File: config.mk
export PLATFORM = sky130hd
export DESIGN_NAME = bit_unstuffer
export DESIGN_NICKNAME = d
export VERILOG_FILES = /design/src/rtl/bit_unstuffer.sv
export SDC_FILE = /design/constraint.sdc
export NUM_CORES = 1
export LEC_CHECK = 0
export CAP_MARGIN = 10
export CORE_AREA = 2 2 39 41
export CTS_BUF_LIST = sky130_fd_sc_hd__clkbuf_4
export DETAILED_ROUTE_END_ITERATION = 8
export DIE_AREA = 0 0 41 43
export HOLD_SLACK_MARGIN = 0.15
export RECOVER_POWER = 50
export SYNTH_ARGS = -nofsm -noshare
export SYNTH_HDL_FRONTEND = slang
export SYNTH_SLANG_ARGS = --single-unit
File: constraint.sdc
create_clock -name clk -period 1.95 [get_ports clk]
set_input_delay 0.39 -clock clk [delete_from_list [all_inputs] [get_ports clk]]
set_output_delay 0.39 -clock clk [all_outputs]
set_load 0.05 [all_outputs]
File: src/rtl/bit_unstuffer.sv
// bit_unstuffer: receive-side USB bit destuffer.
// Drops the zero inserted after MAX_ONES consecutive ones, passes data bits
// through with one cycle of latency, and flags a one in the stuff slot as a
// sticky stuff error that holds until the packet ends.
module bit_unstuffer #(
  parameter int MAX_ONES = 6
) (
  input  logic clk,
  input  logic nRST,
  input  logic in_bit,
  input  logic in_valid,
  input  logic unstuff_en,
  output logic out_bit,
  output logic out_valid,
  output logic strip,
  output logic stuff_err
);

  typedef enum logic [1:0] {
    IDLE  = 2'd0,
    COUNT = 2'd1,
    DROP  = 2'd2,
    ERROR = 2'd3
  } state_t;

  localparam logic [2:0] LAST_ONE = 3'(MAX_ONES - 1);

  state_t     state, state_n;
  logic [2:0] ones_cnt, ones_cnt_n;
  logic [2:0] run_cnt;
  logic       out_bit_n, out_valid_n, strip_n, stuff_err_n;

  // IDLE behaves as COUNT with an empty run so the first packet bit is kept.
  assign run_cnt = (state == IDLE) ? 3'd0 : ones_cnt;

  // State, run counter and registered outputs.
  always_ff @(posedge clk or negedge nRST) begin
    if (!nRST) begin
      state     <= IDLE;
      ones_cnt  <= 3'd0;
      out_bit   <= 1'b0;
      out_valid <= 1'b0;
      strip     <= 1'b0;
      stuff_err <= 1'b0;
    end else begin
      state     <= state_n;
      ones_cnt  <= ones_cnt_n;
      out_bit   <= out_bit_n;
      out_valid <= out_valid_n;
      strip     <= strip_n;
      stuff_err <= stuff_err_n;
    end
  end

  // Next-state and next-output decode; packet end overrides everything.
  always_comb begin
    state_n     = state;
    ones_cnt_n  = ones_cnt;
    out_bit_n   = out_bit;
    out_valid_n = 1'b0;
    strip_n     = 1'b0;
    stuff_err_n = stuff_err;

    if (!unstuff_en) begin
      state_n     = IDLE;
      ones_cnt_n  = 3'd0;
      stuff_err_n = 1'b0;
    end else if (in_valid) begin
      unique case (state)
        IDLE, COUNT: begin
          out_bit_n   = in_bit;
          out_valid_n = 1'b1;
          state_n     = COUNT;
          if (!in_bit) begin
            ones_cnt_n = 3'd0;
          end else if (run_cnt == LAST_ONE) begin
            ones_cnt_n = 3'd0;
            state_n    = DROP;
          end else begin
            ones_cnt_n = run_cnt + 3'd1;
          end
        end
        DROP: begin
          if (!in_bit) begin
            strip_n = 1'b1;
            state_n = COUNT;
          end else begin
            stuff_err_n = 1'b1;
            state_n     = ERROR;
          end
        end
        ERROR: begin
          // Discard everything until the packet ends.
        end
        default: state_n = IDLE;
      endcase
    end
  end

endmodule

# Yosys cells after proc, flatten, opt, wreduce, memory -nomap -nowiden
# Index checks and enable logic that the tools add are counted.
# W data, S select, Z words.
[word_totals]
reg_bits = 9
in_bits = 5
out_inout_bits = 4
word_cells = 44
[classes]
n_addsub = 1
n_eq_ne = 8
n_mux = 23
reduce_logical = 6
[op_table]
columns = ["cell", "n"]
rows = [
  ["$mux W3", 6],
  ["$mux W1", 11],
  ["$mux W2", 5],
  ["$reduce_and A3 Y1", 2],
  ["$ne A2 B1 Y1 const B", 2],
  ["$ne A2 B2 Y1 const B", 2],
  ["$pmux W2 S2", 1],
  ["$reduce_and A2 Y1", 2],
  ["$add A3 B1 Y3 const B", 1],
  ["$eq A3 B3 Y1 const B", 1],
  ["$ne A3 B1 Y1 const B", 1],
  ["$eq A2 B1 Y1 const B", 1],
  ["$eq A2 B2 Y1 const B", 1],
  ["$logic_not A2 Y1", 1],
  ["$reduce_or A2 Y1", 1],
]

# Logic depth before layout (Yosys ltp)
# Gate-level depths: netlist of the first run.
[depth]
ltp_word = 8
depth_mapped = 3
ltp_nobuf = 3

# Least setup slack after synthesis of the first run
# Ideal clock, no wire load.
[synth_path]
path_type = "reg2reg"
startpoint = "register state[1]"
endpoint = "register ones_cnt[2]"
setup_ns = 0.078
arrival_time_ns = 1.155
required_time_ns = 1.872
setup_slack_ns = 0.717
stages_incl_launch_ff = 4
path_buffers = 0
period_less_slack_ns = 1.233
cell_sequence = "dfrtp_1 nand2b_4 or4b_1 a21boi_1"
[synth_via]
elab_chain_len = 8
word_cells_on_any_way = 13
cone_classes = "add/sub: 1; eq/ne: 3; mux: 6; reduce/logical: 3"
[synth_lines]
columns = ["item", "line", "rtl"]
rows = [
  ["start, declared", "28", "state_t state, state_n;"],
  ["start signal, assigned", "46", "state <= state_n;"],
  ["$logic_not A2 Y1", "34, 69", ""],
  ["$mux W3", "34", "assign run_cnt = (state == IDLE) ? 3'd0 : ones_cnt;"],
  ["$add A3 B1 Y3 / $eq A3 B3 Y1 (equally long branches)", "80, 76", ""],
  ["$mux W3", "76", "end else if (run_cnt == LAST_ONE) begin"],
  ["$mux W3", "74", "if (!in_bit) begin"],
  ["$mux W3", "69", "unique case (state)"],
  ["$mux W3", "68", "end else if (in_valid) begin"],
  ["$mux W3", "64", "if (!unstuff_en) begin"],
  ["end signal, assigned", "47", "ones_cnt <= ones_cnt_n;"],
  ["end, declared", "29", "logic [2:0] ones_cnt, ones_cnt_n;"],
]
# Parallel ways exist; a longest one is shown, timed or not. The select of a mux whose other input is x is not followed.
# A chain may end at the register's enable or synchronous reset.

# Worst setup path after layout of the first run
[layout_path]
startpoint = "register stuff_err"
endpoint = "output port stuff_err"
[layout_rtl]
columns = ["item", "line", "rtl"]
rows = [
  ["start, declared", "16", "output logic stuff_err"],
  ["start signal, assigned", "51", "stuff_err <= stuff_err_n;"],
]
# No word-level cell between the ends.

==> out/metrics.yaml, run 1 <==
worst_setup_path:
  arrival_ps: 1390
  crit_buf_inv: 1
  cp_cell_sequence: "clkdlybuf4s50_1"
  worstSetupStartpointType: "flip-flop"
  critical_path_class: "flip-flop to output pin"
  endpoint_kind: "output pin"
  cpLargestDelayFamily: "buffers and inverters"
  critPathSlowestCell: "clkdlybuf4s50_1"
  cp_slowest_stage_delay_ps: 800
  cp_max_fo: 2
  cp_data_required_time_ps: 1560
power:
  p_leak_nw: 0.249
  p_sw_mw: 0.102
  vdd_drop_max_mv: 0.233
  p_clk_share_pct: 37.7
  p_comb_share_pct: 14.4
  intPower_mw: 0.312
  total_power_mw: 0.414
  netSwitchingFraction_pct: 24.6
  power_density_nw_per_um2: 729
  p_seq_share_pct: 47.9
drt:
  routed_wl_um: 807
  drcViolationCount: 0
  drt-initial-drc-count: 6
  routed_via_density: 4.81
  firstDrtPassIters: 3
  dr_total_vias: 322
  ant_nets: 0
  wire_per_inst_um: 12.0
place:
  post_dp_cell_area_um2: 538
  dpl.cell_count: 63
  gp_congestion: 0.660
  dp.final_hpwl_um: 609
  portBuffers: 8
logic_synthesis:
  syn_area_per_cell_um2: 11.7
  yosysSeqAreaShare_pct: 55.2
  ys_top_cells_by_area: "dfrtp_1 (55%), a21boi_1 (5.5%), nor2b_1 (4.6%)"
  synthCells: 35
  yosysTopAreaCellShare_pct: 55.2
  synth_seq_cells: 9
  synth_edf_count: 0
  syn_area_um2: 408
  synth-warning-count: 0
  synth-async-reset-ratio_pct: 100
  synth_common_cells: "dfrtp_1 (9), a21boi_1 (3), nor2b_1 (3), o21ai_0 (3)"
  yosys.area.top_type: "dfrtp_1"
  synth.most_common_cell: "dfrtp_1"
  synthesis.nets: 40
  ys.flop_type: "dfrtp_1"
  ys_types: 19
timing:
  setup_violations: 0
  tightest_slew_ps: 491
  report.final.slew_viol_count: 0
  slew_headroom_pct: 67.2
  rsz0062_at_grt: "no"
  post-route-period-util_pct: 91.2
  fmax_mhz: 562
  skew_ps: 7.23
  period_needed_ps: 1780
  setup_tns_ps: 0
  hold_violations: 0
  hold_ws_ps: 490
floorplanning:
  fp-row-count: 14
  dieArea_um2: 1760
  start_util_pct: 29.5
  die_w_um: 41
  die-height_um: 43
  core_um2: 1380
  io-pin-count: 9
grt:
  grt_max_degree: 10
  track_usage_pct: 12.8
  overflow: 0
  grt_pass1_vias: 307
  antenna_found_initial: 0
  grt_pass1_wl_um: 1430
clock_network:
  cts_repair_resize_count: 0
  clock_latency_ps: 260
  numCtsBuffers: 3
  clkTransAtPathRegs_ps: 60
  hold_buffers: 0
  cts_tree: "done"
  post-cts-setup-buffers: 0
  htree_levels: 1
  clock-root-buffer: "clkbuf_4"
  cts_sinks: 9
  clockBufferDepth: 2
status:
  outcome: "completed"
layout:
  drive_gt1_share_pct: 17.6
  nets: 57
  area_growth_pct: 39.3
  design_area_um2: 568
  diodes: 0
  final_cells: 67
worst_hold_path:
  hold_class: "input port to asynchronous set/reset pin"
run:
  cap_violations: 0
## path summary, 6_finish.rpt
path | start | to | slack [ps] | cells past startpoint
setup / recovery | stuff_err | stuff_err | 170 | 1
hold / removal | nRST | ones_cnt[0] | 490 | 1
setup reg to reg | state[1] | ones_cnt[2] | 620 | 3
hold reg to reg | out_bit | out_bit | 490 | 1
max in group asynchronous | nRST | state[0] | 1160 | 1
min in group clk | out_bit | out_bit | 490 | 1
## layout make-up
type	instances	area, um2
clock buffer	4	30.0
fill	139	816
inverter	1	3.75
multi-input combinational	25	179
sequential	9	225
tap	16	20.0
timing repair buffer	12	110
## placed cells by master (no fill, tap or decap)
master / count
inv_1: 1
nor3b_1: 1
clkdlybuf4s50_1: 5
nor2b_1: 3
dlygate4sd3_1: 3
and4b_1: 1
a31oi_1: 1
nand3_1: 2
a21boi_1: 3
mux2_1: 1
a31o_1: 1
and3b_1: 1
o311a_1: 1
clkbuf_4: 4
buf_4: 4
nand2_1: 2
nand2b_4: 1
and2_1: 1
or4_1: 1
a21oi_1: 1
o21ai_0: 3
dfrtp_1: 9
or4b_1: 1
## power by group through the flow
stage / Sequential (mW) / Combinational (mW) / Clock [mW]
after floorplan: 0.216 / 0.0133 / 0
after global placement: 0.202 / 0.0618 / 0
after detailed placement: 0.202 / 0.0620 / 0
after CTS: 0.198 / 0.0620 / 0.165
after global routing: 0.199 / 0.0655 / 0.178
final: 0.198 / 0.0597 / 0.156
## stage by stage
step           setup WS [ps]  util [%]
5_1_grt                  111      41.0
4_1_cts                  154      41.0
3_5_place_dp             198      38.9
6_report                 171      41.0
3_3_place_gp             226      38.9
2_1_floorplan            717         -
## state kept, by name, summed over array words and instances (netlist names)
signal	cells
ones_cnt	3
state	2
out_valid	1
out_bit	1
strip	1
stuff_err	1
## kinds of logic after synthesis
logic type	count (synthesis)	synth area share (%)
AO/OA/AOI/OAI	10	16.6
multiplexers	1	2.76
flip-flops	9	55.2
buffers and inverters	1	0.919
AND/OR/NAND/NOR	14	24.5
## routing by layer
layer | global-route usage (%) | vias up | wire length (um)
li1 | - | 164 | -
met1 | 17.9 | 150 | 395
met2 | 15.0 | 6 | 369
met3 | 4.71 | 2 | 27
met4 | 10.0 | 0 | 14
met5 | 0 | - | 0
Power figures use the tool's default switching activity.
==> inputs of run 2 (changes only) <==
--- a/config.mk
+++ b/config.mk
@@ -7,7 +7,7 @@
 export LEC_CHECK = 0
 export CAP_MARGIN = 10
 export CORE_AREA = 2 2 39 41
-export CTS_BUF_LIST = sky130_fd_sc_hd__clkbuf_4
+export CTS_BUF_LIST = sky130_fd_sc_hd__clkbuf_4 sky130_fd_sc_hd__clkbuf_8
 export DETAILED_ROUTE_END_ITERATION = 8
 export DIE_AREA = 0 0 41 43
 export HOLD_SLACK_MARGIN = 0.15
==> results of run 2 <==
Final layout, timing and power as in run 1 (identical DEF).
==> inputs of run 3 (changes only) <==
--- a/config.mk
+++ b/config.mk
@@ -5,6 +5,7 @@
 export SDC_FILE = /design/constraint.sdc
 export NUM_CORES = 1
 export LEC_CHECK = 0
+export ABC_AREA = 0
 export CAP_MARGIN = 10
 export CORE_AREA = 2 2 39 41
 export CTS_BUF_LIST = sky130_fd_sc_hd__clkbuf_4 sky130_fd_sc_hd__clkbuf_8
@@ -12,6 +13,7 @@
 export DIE_AREA = 0 0 41 43
 export HOLD_SLACK_MARGIN = 0.15
 export RECOVER_POWER = 50
+export SLEW_MARGIN = 20
 export SYNTH_ARGS = -nofsm -noshare
 export SYNTH_HDL_FRONTEND = slang
 export SYNTH_SLANG_ARGS = --single-unit
==> results of run 3 <==
Final layout, timing and power as in run 1 (identical DEF).
==> RTL edit (settings of run 1) <==
Remove the register `out_valid`: a continuous assignment takes its place, so the output `out_valid` follows one clock earlier.
--- a/src/rtl/bit_unstuffer.sv
+++ b/src/rtl/bit_unstuffer.sv
@@ -39,18 +39,18 @@
       state     <= IDLE;
       ones_cnt  <= 3'd0;
       out_bit   <= 1'b0;
-      out_valid <= 1'b0;
       strip     <= 1'b0;
       stuff_err <= 1'b0;
     end else begin
       state     <= state_n;
       ones_cnt  <= ones_cnt_n;
       out_bit   <= out_bit_n;
-      out_valid <= out_valid_n;
       strip     <= strip_n;
       stuff_err <= stuff_err_n;
     end
   end
+
+  assign out_valid = out_valid_n;
 
   // Next-state and next-output decode; packet end overrides everything.
   always_comb begin
Function: changed (a bounded check fails within 4 cycles, from zero or initial values and one cycle with nRST low).
==> RTL edit against run 1 <==
- cell count decreased by 4.5%
- wire length down 5.1%
- total power down 11%
- first-iteration DRC count rose by 83%
- global-route usage decreased by 1.5 points
- die area unchanged
- register-to-register slack better by 130 ps
- worst setup slack worse by 20 ps
- area after synthesis is 0.92% lower
- hold slack got worse by 5.0 ps
- sequential cell count shrank 1
- final area fell by 2.2%
- core utilization is 0.90 points lower
- via count down 1.2%
- highest routed layer is now met3
==> RTL edit: results (changes against run 1) <==
status: complete, no violations (unchanged)
Slew @ Worst Pin: 489 ps (was 491 ps)
starting DRC count in detailed routing: 11 (was 6)
total power: 370 uW (was 414 uW)
vias in the first global route: 301 (was 307)
post-synthesis mux area share: 3.72% (was 2.76%)
GR Util All Layers: 11.2% (was 12.8%)
dpl hpwl: 589 um (was 609 um)
drt first pass iters: 4 (was 3)
Worst Clk Skew: 1.76 ps (was 7.23 ps)
Comb pwr share: 17.5% (was 14.4%)
sequential share of the synthesized area: 49.5% (was 55.2%)
share of cells above drive strength 1: 27.1% (was 17.6%)
synth top area cells: dfrtp_1, a21boi_0, o21ai_0 (was dfrtp_1, a21boi_1, nor2b_1)
Max IR drop VDD: 0.314 mV (was 0.233 mV)
Post-Synthesis Cells: 34 (was 35)
LEAKAGE: 0.245 nW (was 0.249 nW)
complex-gate fraction of the synthesized area: 15.5% (was 16.6%)
switching pwr: 95.6 uW (was 102 uW)
Via-to-Cell Ratio: 4.97 (was 4.81)
Min Hold Slack: 485 ps (was 490 ps)
share of power burned in registers: 47.8% (was 47.9%)
fillcell total: 134 (was 139)
top cells by count, synth: dfrtp_1, a21boi_0, o21ai_0 (was dfrtp_1, a21boi_1, nor2b_1, o21ai_0)
Net Count, Synth: 39 (was 40)
largest net degree at the start of global routing: 9 (was 10)
Placer Congestion: 0.788 (was 0.660)
NumNets Final: 55 (was 57)
## RTL edit: worst max path at each step
stage                     depth (start not counted)   endpoint     start
after floorplan                                   3    out_bit  state[1]
after global placement                            4  out_valid  in_valid
after detailed placement                          4  out_valid  in_valid
after CTS                                         1    out_bit   out_bit
after global routing                              4  out_valid  in_valid
final                                             1    out_bit   out_bit
## RTL edit: final cells by class
type | instances | share of cell area (%)
Tap cell | 16 | 3.60
Clock buffer | 3 | 4.05
Multi-Input combinational cell | 26 | 36.7
Sequential cell | 8 | 36.0
Timing Repair Buffer | 11 | 19.6
## RTL edit: layer usage
metal	vias up	GRT usage, %	part of all wire, %
li1	154	-	-
met2	11	13.8	45
met3	0	4.71	7.8
met1	153	15.1	47
met4	0	8.00	0
met5	-	0	0
## RTL edit: through the flow
step	worst slack [ps]	util (%)	area (sq um)
floorplan	715	-	404
global placement	225	38.8	537
detailed placement	212	38.8	537
CTS	141	40.4	559
global route	91.6	40.1	556
finish	151	40.1	556
